$ cat src/rtl/ysyx_25040105_ifetch.sv
// Instruction fetch unit: issues one word-aligned read at a time, holds the
// returned instruction for decode, and follows control-flow redirects. A
// redirect that lands while a read is in flight marks that read to be dropped.
module ysyx_25040105_ifetch #(
  parameter logic [31:0] RESET_PC = 32'h8000_0000
) (
  input  logic        clk,
  input  logic        rst,
  output logic        req_valid,
  input  logic        req_ready,
  output logic [31:0] req_addr,
  input  logic        rsp_valid,
  input  logic [31:0] rsp_data,
  input  logic        rsp_err,
  output logic        out_valid,
  input  logic        out_ready,
  output logic [31:0] out_inst,
  output logic [31:0] out_pc,
  output logic        out_err,
  input  logic        redirect_en,
  input  logic [31:0] redirect_addr,
  output logic [31:0] fetch_cnt
);

  typedef enum logic [1:0] {StIdle, StReq, StWait, StOut} state_e;

  localparam logic [31:0] ResetPcAligned = {RESET_PC[31:2], 2'b00};

  state_e      state_q, state_d;
  logic [31:0] pc_q, pc_d;
  logic        drop_q, drop_d;
  logic [31:0] cnt_q, cnt_d;
  logic [31:0] inst_q, inst_d;
  logic [31:0] opc_q, opc_d;
  logic        err_q, err_d;
  logic        req_valid_q, req_valid_d;
  logic        out_valid_q, out_valid_d;

  logic [31:0] redirect_tgt;
  logic        unused_redirect_lsb;

  assign redirect_tgt        = {redirect_addr[31:2], 2'b00};
  assign unused_redirect_lsb = ^redirect_addr[1:0];

  // Next-state: redirect wins over every handshake in every state.
  always_comb begin
    state_d = state_q;
    pc_d    = pc_q;
    drop_d  = drop_q;
    cnt_d   = cnt_q;
    inst_d  = inst_q;
    opc_d   = opc_q;
    err_d   = err_q;
    unique case (state_q)
      StIdle: begin
        state_d = StReq;
        if (redirect_en) pc_d = redirect_tgt;
      end
      StReq: begin
        if (redirect_en) begin
          pc_d = redirect_tgt;
          // Accepted read now targets a stale address; swallow its response.
          if (req_ready) begin
            state_d = StWait;
            drop_d  = 1'b1;
          end
        end else if (req_ready) begin
          state_d = StWait;
        end
      end
      StWait: begin
        if (redirect_en) begin
          pc_d = redirect_tgt;
          if (rsp_valid) begin
            state_d = StReq;
            drop_d  = 1'b0;
          end else begin
            drop_d  = 1'b1;
          end
        end else if (rsp_valid) begin
          if (drop_q) begin
            drop_d  = 1'b0;
            state_d = StReq;
          end else begin
            inst_d  = rsp_data;
            opc_d   = pc_q;
            err_d   = rsp_err;
            state_d = StOut;
          end
        end
      end
      StOut: begin
        if (redirect_en) begin
          pc_d    = redirect_tgt;
          state_d = StReq;
          if (out_ready) cnt_d = cnt_q + 32'd1;
        end else if (out_ready) begin
          pc_d    = pc_q + 32'd4;
          cnt_d   = cnt_q + 32'd1;
          state_d = StReq;
        end
      end
      default: state_d = StIdle;
    endcase
    req_valid_d = (state_d == StReq);
    out_valid_d = (state_d == StOut);
  end

  // State and registered handshake outputs.
  always_ff @(posedge clk or posedge rst) begin
    if (rst) begin
      state_q     <= StIdle;
      pc_q        <= ResetPcAligned;
      drop_q      <= 1'b0;
      cnt_q       <= '0;
      inst_q      <= '0;
      opc_q       <= '0;
      err_q       <= 1'b0;
      req_valid_q <= 1'b0;
      out_valid_q <= 1'b0;
    end else begin
      state_q     <= state_d;
      pc_q        <= pc_d;
      drop_q      <= drop_d;
      cnt_q       <= cnt_d;
      inst_q      <= inst_d;
      opc_q       <= opc_d;
      err_q       <= err_d;
      req_valid_q <= req_valid_d;
      out_valid_q <= out_valid_d;
    end
  end

  assign req_valid = req_valid_q;
  assign req_addr  = pc_q;
  assign out_valid = out_valid_q;
  assign out_inst  = inst_q;
  assign out_pc    = opc_q;
  assign out_err   = err_q;
  assign fetch_cnt = cnt_q;

endmodule

$ cat config.mk
export PLATFORM = sky130hd
export DESIGN_NAME = ysyx_25040105_ifetch
export DESIGN_NICKNAME = d
export VERILOG_FILES = /design/src/rtl/ysyx_25040105_ifetch.sv
export SDC_FILE = /design/constraint.sdc
export NUM_CORES = 1
export LEC_CHECK = 0
export ABC_AREA = 1
export ABC_CLOCK_PERIOD_IN_PS = 8050
export CAP_MARGIN = 5
export CORE_MARGIN = 3
export CORE_UTILIZATION = 51
export CTS_CLUSTER_SIZE = 25
export DETAILED_ROUTE_END_ITERATION = 8
export PLACE_DENSITY = 0.95
export SYNTH_ARGS = -nofsm -noshare
export SYNTH_HDL_FRONTEND = slang
export SYNTH_SLANG_ARGS = --single-unit
$ cat constraint.sdc
create_clock -name clk -period 8.05 [get_ports clk]
set_input_delay 1.61 -clock clk [delete_from_list [all_inputs] [get_ports clk]]
set_output_delay 1.61 -clock clk [all_outputs]
set_load 0.05 [all_outputs]
==> results list, run 1 <==
* Run status: finished, final reports clean
- The repair_antennas step left the layout with diodes totalling 0.
- In the routed design, unresolved DRC markers number 0.
* Unrepaired setup endpoints after global routing: false
- STA classifies the critical path endpoint as a register.
- Max-cap violations in this run came to 0.
- Dominant combinational cell family by area after synthesis: simple AND/OR/NAND/NOR gates
* Worst vdd rail ir drop: 0.245 mV
* DRT Pass-1 Iters: 6
* Routed wl met3: 2020 um
- After routing, the total negative slack on setup checks comes to 0 ns.
- In this run the remaining antenna-violating nets after routing total 0.
- TritonCTS clock tree: done
- Deepest clock path buffer count: 2
- In this run, the clock network consumes 25.6% of the power.
* Sum of routed wire segments on met1: 8080 um
- Average vias per placed instance: 5.41
- Via count of the first global-routing pass: 6,491
- Most used standard cells in the synthesized netlist: sky130_fd_sc_hd__nand2_1 (235), sky130_fd_sc_hd__dfrtp_1 (129), sky130_fd_sc_hd__nor2_1 (123), sky130_fd_sc_hd__inv_1 (70), sky130_fd_sc_hd__nand3_1 (53)
- The congestion estimate from routability-driven global placement came to 0.936.
* Tot GR Track Use: 29.1%
* Endpoint arrival time on the critical path: 4.28 ns
* Post-placement cell count: 1,156
* Root buffer cell: sky130_fd_sc_hd__clkbuf_16
- Count of warnings emitted by yosys: 0
- The worst setup path is launched from an input pin.
- Highest attainable clock frequency: 255 MHz
- Worst slack on hold paths: 0.483 ns
* Syn_area_per_cell: 8.03 sq um
- Final Slew Violations: 0
* Number of flops mapped to enable cells by yosys: 0
* Highest net fanout along the worst path: 30
- Area fraction of the dominant cell type after synthesis: 49.5%
- Power comes to 3.52 mW.
- The die covers 14,200 sq um.
- Area fraction in compound gates after synthesis: 5.79%
- Slowest Stage Delay on Critical Path: 0.63 ns
- The number of different library cells used by synthesis comes to 37.
- CTS clock-pin slew for the worst setup and hold paths: 0.06 ns
* Share of cells above drive strength 1: 8.43%
* Dominant synthesized flop cell: sky130_fd_sc_hd__dfrtp_1
- Most instantiated library cell after synthesis: sky130_fd_sc_hd__nand2_1
* Classification of the worst-slack hold path: register to register
- Cell type with the largest total area after synthesis: sky130_fd_sc_hd__dfrtp_1
* Post-CTS setup repair buffer count: 0
- Die X-Extent: 119 um
- Uppermost signal routing layer after detailed routing: met4
- After global routing the overflow that remains totals 0.
- Area of the core region: 12,300 sq um
- The number of antenna violations at the first check in global routing was 0.
- Layout Nets: 1,080
* Number of ports placed on the die boundary: 202
* Multi-input combinational cell area: 2890 sq um
- The analysis attributes to cell leakage a power of 4.24 nW.
- Buffers inserted to repair hold after CTS numbered 0.
* Routed WL: 20,500 um
- The share of total power dissipated in combinational logic is 45.2%.
- The clock tree synthesis step divided the H-tree into 4 levels.
- Vertical extent of the die: 119 um
- Power Internal: 1.98 mW
- In the final routed layout, each cell accounts on average for 17.3 um.
- Fraction of the cycle the final worst path needs: 48.8%
- After Yosys synthesis, full adders, half adders and majority gates account for 0.384% of the synthesized area.
- Worst setup skew after layout: 0.00852 ns
* Synthesized flop and latch total: 130
- The signal on the critical path passes through clkdlybuf4s50_1, inv_2, nand2_1, inv_2, nor2_1, nand3_1, o21ai_0, nor2_1.
- Fraction of power spent switching nets: 43.9%
- For this block, the via count after detailed routing is 6,425.
- Setup-failing EPs final: 0
* Post-synthesis instance area: 6520 sq um
- Site Rows: 40
- After clock tree synthesis, the repair step resized 0 gates.
* Multiplexer fraction of the synthesized cell area: 6.22%
* Slew Limit Headroom: 33.3%
- Total of fill cells in the finished design: 776
- Sorting the synthesized cells by area gives the leading types as sky130_fd_sc_hd__dfrtp_1 (50%), sky130_fd_sc_hd__nand2_1 (14%), sky130_fd_sc_hd__nor2_1 (7.1%), sky130_fd_sc_hd__mux2_2 (5.4%), sky130_fd_sc_hd__nand3_1 (4.1%).
* Port-buffer cells: 195
- In this run the power density over the cells is 379 nW/um^2.
- Xor-xnor portion of the synthesized cell area: 2.69%
- Critical path's slowest cell: sky130_fd_sc_hd__inv_2
* Non-filler cells in the finished layout: 1,188
* Largest net degree at the start of global routing: 91
* Number of buffers and inverters on the critical path: 3
- Psw: 1.55 mW
- After synthesis, the share of flip-flops with an asynchronous set or reset is 100%.
- Final hold viol count: 0
- Worst slew pin tran: 1.00 ns
- Clock tree synthesis inserted a total of 17 buffers.
- Part of the power in registers: 29.2%
* Placed wire-length estimate after detailed placement: 14,300 um
* Latest clock arrival within the worst-skew pair: 0.43 ns
* Cell family with most CP delay: buffers and inverters
- Summing the areas of all and, or, nand and nor instances in the mapped netlist gives 28.9% of the synthesized area.
- For this run, the register share of the synthesized area comes to 49.9%.
* Critical path start-end classification: input pin to register
- The first global-routing pass estimated 32,900 um of wire.
- The worst path in the final design needs a cycle of 3.93 ns, including I/O delays and setup.
* Number of sinks on the clock net: 130
- Combined flip-flop and latch cell area: 3250 sq um
* Met2 layer wire length in the routed design: 9800 um
- The first routing iteration left 722 violations.
- At the worst endpoint, the required time is 8.41 ns.
* Initial core utilization: 53.2%
* Layout-stage area growth over the synthesis result: 42.5%
- The cell count after synthesis came out at 812.
-- tightest hold or removal path: stages (launching register included) --
cell	delay, ns
sky130_fd_sc_hd__dfrtp_1	0.34
sky130_fd_sc_hd__nand2_1	0.05
sky130_fd_sc_hd__o21ai_0	0.05
-- metal layers --
metal	up-vias	GRT usage [%]
met1	3021	36.4
met5	-	0
met4	0	13.3
met3	61	8.45
li1	2991	-
met2	352	46.6
-- cell families (layout without fill, tap and decap cells) --
family,after synthesis,in the layout
mux,36,36
other cells,1,4
fa+ha+maj,2,2
compound gates,72,72
buf+inv,98,303
simple gates,453,453
flops,130,130
xor+xnor,20,20
-- area by class of cell --
type	count	share of cell area (%)
clock buffers	23	5.25
clock inverters	9	2.14
inverters	74	3.02
multi-input cells	587	31.1
flip-flops and latches	130	35.0
well taps	168	2.26
repair buffers	197	21.2
-- stage by stage --
stage          setup WS [ns]  area, sq um  util (%)
6_report                4.12         9290      75.8
2_1_floorplan           2.97         6530         -
5_1_grt                 3.93         9290      75.8
3_5_place_dp            3.78         8600      70.2
4_1_cts                 4.17         9290      75.8
3_3_place_gp            3.81         8600      70.2
-- path summary, 6_finish.rpt --
check                       startpoint           end  slack (ns)  depth (start not counted)
max                        redirect_en  req_addr[13]        4.12                          8
min                          out_pc[9]     out_pc[9]        0.48                          2
max reg2reg                 state_q[0]  req_addr[13]        5.63                          9
min reg2reg                  out_pc[9]     out_pc[9]        0.48                          2
max in group asynchronous          rst  req_addr[15]        5.00                          3
min in group asynchronous          rst  out_inst[31]        1.65                          2
-- flip-flops by register name, summed over array words and instances (netlist names) --
name	count
drop_q	1
fetch_cnt	32
out_err	1
out_inst	32
out_pc	30
out_valid	1
req_addr	30
req_valid	1
state_q	2
-- power groups by stage --
stage / clock network (mW) / logic [mW] / registers (mW)
3_5_place_dp: 0 / 1.58 / 1.03
2_1_floorplan: 0 / 0.344 / 1.68
3_3_place_gp: 0 / 1.55 / 1.01
6_report: 0.902 / 1.59 / 1.03
4_1_cts: 0.909 / 1.59 / 1.02
5_1_grt: 0.935 / 1.66 / 1.06
-- cells in the final DEF (no fill, tap or decap), types with 5 or more instances in the layout --
| cell type | synthesis | layout |
|---|---|---|
| sky130_fd_sc_hd__nand2_1 | 235 | 235 |
| sky130_fd_sc_hd__clkdlybuf4s50_1 | 0 | 195 |
| sky130_fd_sc_hd__dfrtp_1 | 129 | 129 |
| sky130_fd_sc_hd__nor2_1 | 123 | 122 |
| sky130_fd_sc_hd__inv_1 | 70 | 69 |
| sky130_fd_sc_hd__nand3_1 | 53 | 53 |
| sky130_fd_sc_hd__o21ai_0 | 51 | 51 |
| sky130_fd_sc_hd__mux2_2 | 31 | 31 |
| sky130_fd_sc_hd__clkbuf_16 | 0 | 17 |
| sky130_fd_sc_hd__xor2_1 | 12 | 12 |
| sky130_fd_sc_hd__nand4_1 | 11 | 11 |
| sky130_fd_sc_hd__nor3_1 | 9 | 9 |
| sky130_fd_sc_hd__xnor2_1 | 8 | 8 |
| sky130_fd_sc_hd__a21oi_1 | 8 | 8 |
| sky130_fd_sc_hd__nand2_2 | 6 | 6 |
| sky130_fd_sc_hd__o22ai_1 | 6 | 6 |
| sky130_fd_sc_hd__bufinv_16 | 0 | 6 |
| sky130_fd_sc_hd__nor2_2 | 4 | 5 |
| sky130_fd_sc_hd__mux2_1 | 5 | 5 |
No activity file was read; power rests on OpenSTA's default activity.
==> run 2: changes to the inputs <==
--- a/config.mk
+++ b/config.mk
@@ -6,13 +6,13 @@
 export NUM_CORES = 1
 export LEC_CHECK = 0
 export ABC_AREA = 1
-export ABC_CLOCK_PERIOD_IN_PS = 8050
+export ABC_CLOCK_PERIOD_IN_PS = 3500
 export CAP_MARGIN = 5
 export CORE_MARGIN = 3
-export CORE_UTILIZATION = 51
+export CORE_UTILIZATION = 43
 export CTS_CLUSTER_SIZE = 25
 export DETAILED_ROUTE_END_ITERATION = 8
-export PLACE_DENSITY = 0.95
+export PLACE_DENSITY = 0.88
 export SYNTH_ARGS = -nofsm -noshare
 export SYNTH_HDL_FRONTEND = slang
 export SYNTH_SLANG_ARGS = --single-unit
==> constraint.sdc (replaced) <==
create_clock -name clk -period 3.5 [get_ports clk]
set_input_delay 0.7 -clock clk [delete_from_list [all_inputs] [get_ports clk]]
set_output_delay 0.7 -clock clk [all_outputs]
set_load 0.05 [all_outputs]
==> results list, run 2 (synthesis results as in run 1) <==
- The total CTS buffers came to 17 (unchanged).
* Classification of the worst-slack hold path: register to register
- The worst clock skew on the final layout was 0.0118 ns (+0.00333 ns).
- Final Slew Violations: 0 (unchanged)
- The instance area after placement came to 8690 sq um (+1.1%).
- The number of antenna violations at the first check in global routing was 0 (unchanged).
- Power per cell area: 833 nW/um^2 (+120%)
* Site Rows: 44 (+10%)
* Via count of the first global-routing pass: 5,949 (-8.4%)
- Number of maximum-capacitance constraint violations: 0 (unchanged)
* Layout-stage area growth over the synthesis result: 42.0%
- Highest attainable clock frequency: 400 MHz
- Number of sinks on the clock net: 130 (unchanged)
- Slowest Stage Delay on Critical Path: 0.89 ns (+0.26 ns)
* Clock group share of total power: 22.3% (-3.3 points)
- Port-buffer cells: 195 (unchanged)
* Worst vdd rail ir drop: 0.594 mV (+140%)
- The worst path arrival time came to 1.80 ns (-2.48 ns).
- In this run the worst setup path begins at req_addr[19].
- Routed WL: 19,800 um (-3.7%)
- The signal on the critical path passes through clkdlybuf4s50_1.
- Routability congestion estimate: 0.906 (-3.2%)
- The cell internal power dissipation came to 4.09 mW (+110%).
- Setup-failing EPs final: 0 (unchanged)
- Htree depth: 4 (unchanged)
* Most used cells in the layout excluding fill and tap cells: sky130_fd_sc_hd__nand2_1 (235), sky130_fd_sc_hd__clkdlybuf4s50_1 (195), sky130_fd_sc_hd__dfrtp_1 (129)
* Worst setup timing slack at the placement stage: 0.650 ns (-3.13 ns)
* Vertical extent of the die: 129 um (+8.5%)
- Non-filler cells in the finished layout: 1,210 (+1.9%)
- Placed wire-length estimate after detailed placement: 13,900 um (-2.4%)
- Tot GR Track Use: 23.6% (-5.5 points)
- Average vias per placed instance: 5.24 (-3.1%)
- Run status: finished, final reports clean
- The relative slew slack was 54.0% (+21 points).
* Gr ovfl total: 0 (unchanged)
* Hold path startpoint: out_pc[11]
- The startpoint identified for the worst register-to-register timing path is req_addr[3].
- The quantity of hold-fixing buffers added after cts came to 0 (unchanged).
* Total leakage power: 4.21 nW (-0.78%)
- The post-layout net count is 1,086 (+0.56%).
* Post-placement cell count: 1,178 (+1.9%)
- The net load switching power was 3.62 mW (+130%).
- The largest net degree at the start of global routing was 131 (+44%).
- Worst EP required: 2.80 ns (-5.61 ns)
- Fraction of power spent switching nets: 47.0% (+3.1 points)
* Post-route design area: 9260 sq um (-0.35%)
* Iter 0 DRT Violations: 602 (-17%)
- Area of the core region: 14,700 sq um (+20%)
- Share of total power in combinational logic: 47.3% (+2.1 points)
* Cell family with most CP delay: buffers and inverters
* Overall via count from detail_route: 6,342 (-1.3%)
- Of the available clock period, the critical path in the final layout requires 71.5%.
- Highest net fanout along the worst path: 6 (-80%)
- Leaving out fill and tap cells, the most frequent cell in the layout is sky130_fd_sc_hd__nand2_1.
- Critical path startpoint category: register
- Die X-Extent: 129 um (+8.5%)
* Residual DRC count: 0 (unchanged)
* Antenna Nets Post-Route: 0 (unchanged)
- TritonCTS clock tree: done
- The post-CTS resize count is 0 (unchanged).
* Worst Setup End Kind: output pin
* Part of the power in registers: 30.5% (+1.3 points)
- Latest clock arrival within the worst-skew pair: 0.42 ns (about the same)
* Unrepaired setup endpoints after global routing: false
- Critical path's slowest cell: sky130_fd_sc_hd__clkdlybuf4s50_1
- The number of antenna cells inserted is 0 (unchanged).
- The clock slew seen by the registers of the worst setup and hold paths was 0.06 ns (about the same).
- Crit path time final: 2.50 ns
- The number of hold violations in the final report is 0 (unchanged).
* Worst slew pin tran: 0.690 ns (-0.310 ns)
- Deepest clock path buffer count: 2 (unchanged)
* Drt wl/cell: 16.3 um (-5.5%)
- The post-layout worst setup margin was 0.997 ns (-3.12 ns).
- Clock tree synthesis selected as its root buffer the cell sky130_fd_sc_hd__clkbuf_16.
- Die area: 16,700 sq um (+18%)
- The number of top-level pins was 202 (unchanged).
- Design Power: 7.71 mW (+120%)
- The fraction of layout instances using a drive strength above 1 was 9.16% (+0.73 points).
* Number of buffers and inverters on the critical path: 1 (-2)
- Wire length of the first global-routing pass: 30,800 um (-6.3%)
* Sum Neg Setup Slack: 0 ns (unchanged)
- The first-pass iteration count of the detailed router came to 5 (-1).
* Post-CTS setup repair buffer count: 0 (unchanged)
- Initial core utilization: 44.4% (-8.8 points)
- Critical path start-end classification: register to output pin
[run 2: layer usage]
layer / vias up / global-route usage [%] / share of wire (%)
li1: 2998 / - / -
met1: 2992 / 31.9 / 43
met2: 321 / 36.4 / 46
met3: 31 / 6.47 / 9.1
met4: 0 / 8.71 / 2.1
met5: - / 0 / 0
[run 2: cell type report]
class / instances / area (sq um)
tap: 184 / 230
clock inverter: 15 / 138
inverter: 74 / 282
fill: 1244 / 5440
clock buffer: 17 / 425
sequential: 130 / 3250
multi-input combinational: 587 / 2890
timing repair buffer: 203 / 2040
[run 2: per-stage QoR]
stage	hold slack [ns]	util [%]
6_report	0.484	63.0
4_1_cts	0.489	63.0
5_1_grt	0.507	63.0
3_3_place_gp	0.466	59.2
2_1_floorplan	0.535	-
3_5_place_dp	0.473	59.2
[run 2: worst paths after layout]
path | to | slack, ns | cells after the start
setup / recovery | req_addr[19] | 1.0 | 1
hold / removal | out_pc[11] | 0.48 | 2
setup reg to reg | req_addr[28] | 1.37 | 10
hold reg to reg | out_pc[11] | 0.48 | 2
max in group asynchronous | req_addr[28] | 2.16 | 3
min in group asynchronous | fetch_cnt[20] | 0.85 | 3
[run 2: worst register-to-register path, delay by kind of cell (launching register included)]
| family | cells | cell delay, ns |
|---|---|---|
| and+or+nand+nor | 9 | 1.32 |
| DFF | 1 | 0.46 |
| adders and majority gates | 1 | 0.25 |
[run 2: power by group through the flow]
stage | logic [mW] | clock network (mW) | registers [mW]
2_1_floorplan | 0.792 | 0 | 3.87
5_1_grt | 3.84 | 1.82 | 2.41
4_1_cts | 3.66 | 1.74 | 2.35
3_3_place_gp | 3.58 | 0 | 2.33
6_report | 3.64 | 1.72 | 2.35
3_5_place_dp | 3.64 | 0 | 2.36
==> run 3: changes to the inputs <==
--- a/config.mk
+++ b/config.mk
@@ -6,7 +6,7 @@
 export NUM_CORES = 1
 export LEC_CHECK = 0
 export ABC_AREA = 1
-export ABC_CLOCK_PERIOD_IN_PS = 3500
+export ABC_CLOCK_PERIOD_IN_PS = 2290
 export CAP_MARGIN = 5
 export CORE_MARGIN = 3
 export CORE_UTILIZATION = 43
==> constraint.sdc (replaced) <==
create_clock -name clk -period 2.29 [get_ports clk]
set_input_delay 0.458 -clock clk [delete_from_list [all_inputs] [get_ports clk]]
set_output_delay 0.458 -clock clk [all_outputs]
set_load 0.05 [all_outputs]
==> results list, run 3 (synthesis results as in run 1) <==
- Combined flip-flop and latch cell area: 3250 sq um (unchanged)
- The delay of the slowest cell on the worst path came to 0.87 ns (-0.02 ns).
- Number of antenna violations at the first check in global routing: 0 (unchanged)
- Utilization after layout: 63.6% (+0.62 points)
- The number of hold violations in the final report was 0 (unchanged).
- Via count of the first global-routing pass: 6,039 (+1.5%)
* DRT Pass-1 Iters: 5 (unchanged)
- Gr ovfl total: 0 (unchanged)
* Site Rows: 44 (unchanged)
- The number of buffers and inverters on the critical path is 1 (unchanged).
- Leaving out fill and tap cells, the most frequent cell in the layout is sky130_fd_sc_hd__nand2_1.
* Slack of the worst reg-to-reg path: 0.37 ns (-1.00 ns)
- The path with the worst hold slack has its endpoint at out_pc[23].
- Worst reg2reg path startpoint: req_addr[3]
- Drt wl/cell: 15.9 um (-2.9%)
- Final Slew Violations: 0 (unchanged)
- The fill cell total of the finished layout came to 1,167 (-6.2%).
- The remaining routing DRC violations is 0 (unchanged).
- The path class of the tightest hold or removal check is register to register.
- Number of hold buffers added after CTS: 0 (unchanged)
* Setup-failing EPs final: 0 (unchanged)
- The area of the multi-input gates came to 2890 sq um (unchanged).
* Layout-stage area growth over the synthesis result: 43.4%
- Layout Nets: 1,095 (+0.83%)
- Initial core utilization: 44.4% (unchanged)
* Routability congestion estimate: 0.914 (+0.89%)
- The worst path arrival time was 1.81 ns (about the same).
* Die X-Extent: 129 um (unchanged)
- Power per cell area: 1260 nW/um^2 (+51%)
- Hold path startpoint: out_pc[23]
* Unrepaired setup endpoints after global routing: false
- Hold Path Depth: 2 (unchanged)
- Vertical extent of the die: 129 um (unchanged)
- Deepest clock path buffer count: 2 (unchanged)
* ANT cells: 0 (unchanged)
- The signal on the critical path passes through clkdlybuf4s50_1.
- The global router's overall resource usage is 23.2% (-0.36 points).
* Most used cells in the layout excluding fill and tap cells: sky130_fd_sc_hd__nand2_1 (235), sky130_fd_sc_hd__clkdlybuf4s50_1 (194), sky130_fd_sc_hd__dfrtp_1 (129)
- The total CTS buffers was 17 (unchanged).
- The relative slew slack came to 62.0% (+8.0 points).
- Clock tree synthesis selected as its root buffer the cell sky130_fd_sc_hd__clkbuf_16.
- The worst register-to-register path ends at req_addr[28].
- The full die area is 16,700 sq um (unchanged).
- The critical path is of the register to output pin type.
- The core area is 14,700 sq um (unchanged).
* Fraction of the cycle the final worst path needs: 99.1%
* TritonCTS clock tree: done
- Wire length of the first global-routing pass: 30,600 um (-0.85%)
- Grouping stages by cell kind, the critical path spends the most delay in buffers and inverters.
- Iter 0 DRT Violations: 566 (-6.0%)
- Critical path startpoint category: register
- The number of cells on the worst reg-to-reg path came to 10 (unchanged).
* Critical path's slowest cell: sky130_fd_sc_hd__clkdlybuf4s50_1
- The antenna violation net count after detailed routing was 0 (unchanged).
* Number of ports placed on the die boundary: 202 (unchanged)
- Overall via count from detail_route: 6,357 (+0.24%)
- The maximum vdd drop is 0.623 mV (+4.8%).
- The leakage power summed over all cells came to 4.27 nW (+1.5%).
* Placed wire-length estimate after detailed placement: 14,400 um (+3.3%)
- The worst setup path is captured at an output pin.
* Highest attainable clock frequency: 441 MHz
- The largest fanout of any net on the critical path is 6 (unchanged).
- The largest net degree at the start of global routing was 75 (-43%).
- Crit path time final: 2.27 ns
* Routed WL: 19,300 um (-2.2%)
- Latest clock arrival within the worst-skew pair: 0.42 ns (about the same)
- Average vias per placed instance: 5.21 (-0.50%)
- The flow ran to the end, and the final reports show no timing, DRC or antenna violations.
* Number of maximum-capacitance constraint violations: 0 (unchanged)
- The number of sinks on the clock net was 130 (unchanged).
* Worst EP required: 1.83 ns (-0.97 ns)
- Htree depth: 4 (unchanged)
- Worst slew pin tran: 0.569 ns (-0.121 ns)
- The worst clock skew on the final layout is 0.00717 ns (-0.00468 ns).
- Port-buffer cells: 195 (unchanged)
- CTS clock-pin slew for the worst setup and hold paths: 0.06 ns (about the same)
- Sum Neg Setup Slack: 0 ns (unchanged)
- Share of cells above drive strength 1: 9.95% (+0.79 points)
-- run 3: cell count changes in the layout (fill, tap and decap cells not counted) --
| cell | before | now |
|---|---|---|
| sky130_fd_sc_hd__buf_12 | 2 | 4 |
| sky130_fd_sc_hd__buf_4 | 6 | 13 |
| sky130_fd_sc_hd__clkdlybuf4s50_1 | 195 | 194 |
| sky130_fd_sc_hd__clkinv_4 | 0 | 2 |
| sky130_fd_sc_hd__clkinvlp_4 | 4 | 3 |
| sky130_fd_sc_hd__dlymetal6s2s_1 | 0 | 1 |
| sky130_fd_sc_hd__inv_6 | 8 | 9 |
| sky130_fd_sc_hd__inv_8 | 4 | 2 |
-- run 3: layout make-up --
cell class | count | area share (%)
sequential | 130 | 34.8
clock inverter | 15 | 1.43
timing repair buffer | 212 | 22.8
multi-input combinational | 587 | 30.9
tap | 184 | 2.46
inverter | 74 | 3.01
clock buffer | 17 | 4.55
-- run 3: tightest hold or removal path: stages (launching register included) --
cell and delay (ns):
sky130_fd_sc_hd__dfrtp_1 0.34, sky130_fd_sc_hd__nand2_1 0.05, sky130_fd_sc_hd__o21ai_0 0.06
-- run 3: how the worst max path moves through the flow --
| stage | endpoint | depth (start not counted) | slack, ns | start |
|---|---|---|---|---|
| 2_1_floorplan | drop_q | 1 | 0.22 | rst |
| 3_3_place_gp | fetch_cnt[6] | 8 | 0.18 | out_ready |
| 3_5_place_dp | fetch_cnt[21] | 8 | 0.15 | out_ready |
| 4_1_cts | req_addr[31] | 1 | 0.03 | req_addr[31] |
| 5_1_grt | req_addr[19] | 1 | 0.001 | req_addr[19] |
| 6_report | req_addr[19] | 1 | 0.02 | req_addr[19] |
-- run 3: stage by stage --
step | hold slack (ns) | worst slack, ns | total power [mW] | instances | area [sq um]
after floorplan | 0.535 | 0.224 | 7.12 | 815 | 6540
after global placement | 0.467 | 0.181 | 9.08 | 1187 | 8790
after detailed placement | 0.475 | 0.151 | 9.21 | 1187 | 8790
after CTS | 0.491 | 0.0274 | 11.8 | 1219 | 9350
after global routing | 0.501 | 0.00148 | 12.3 | 1219 | 9350
final | 0.485 | 0.0207 | 11.7 | 1219 | 9350
-- run 3: what timing repair did --
item | 4_1_cts | 5_1_grt
endpoints found under the hold margin | 0 | 0
endpoints found under the setup margin | 0 | 1
gates resized for setup | 0 | 1
setup buffers | 0 | 0
-- run 3: power breakdown --
group          total, mW  internal, mW  switching [mW]  leakage (nW)
registers           3.58          3.01           0.575          1.61
clock network       2.58          1.43            1.15         0.271
logic               5.59          1.83            3.76          2.39
-- run 3: layer usage --
layer  track usage (%)  share of wire [%]  wire length, um  vias up
li1                  -                  -                -     3025
met1              30.6                 42             8150     2979
met2              36.7                 46             8900      319
met3              6.43                9.2             1780       34
met4              8.59                2.6              495        0
met5                 0                  0                0        -
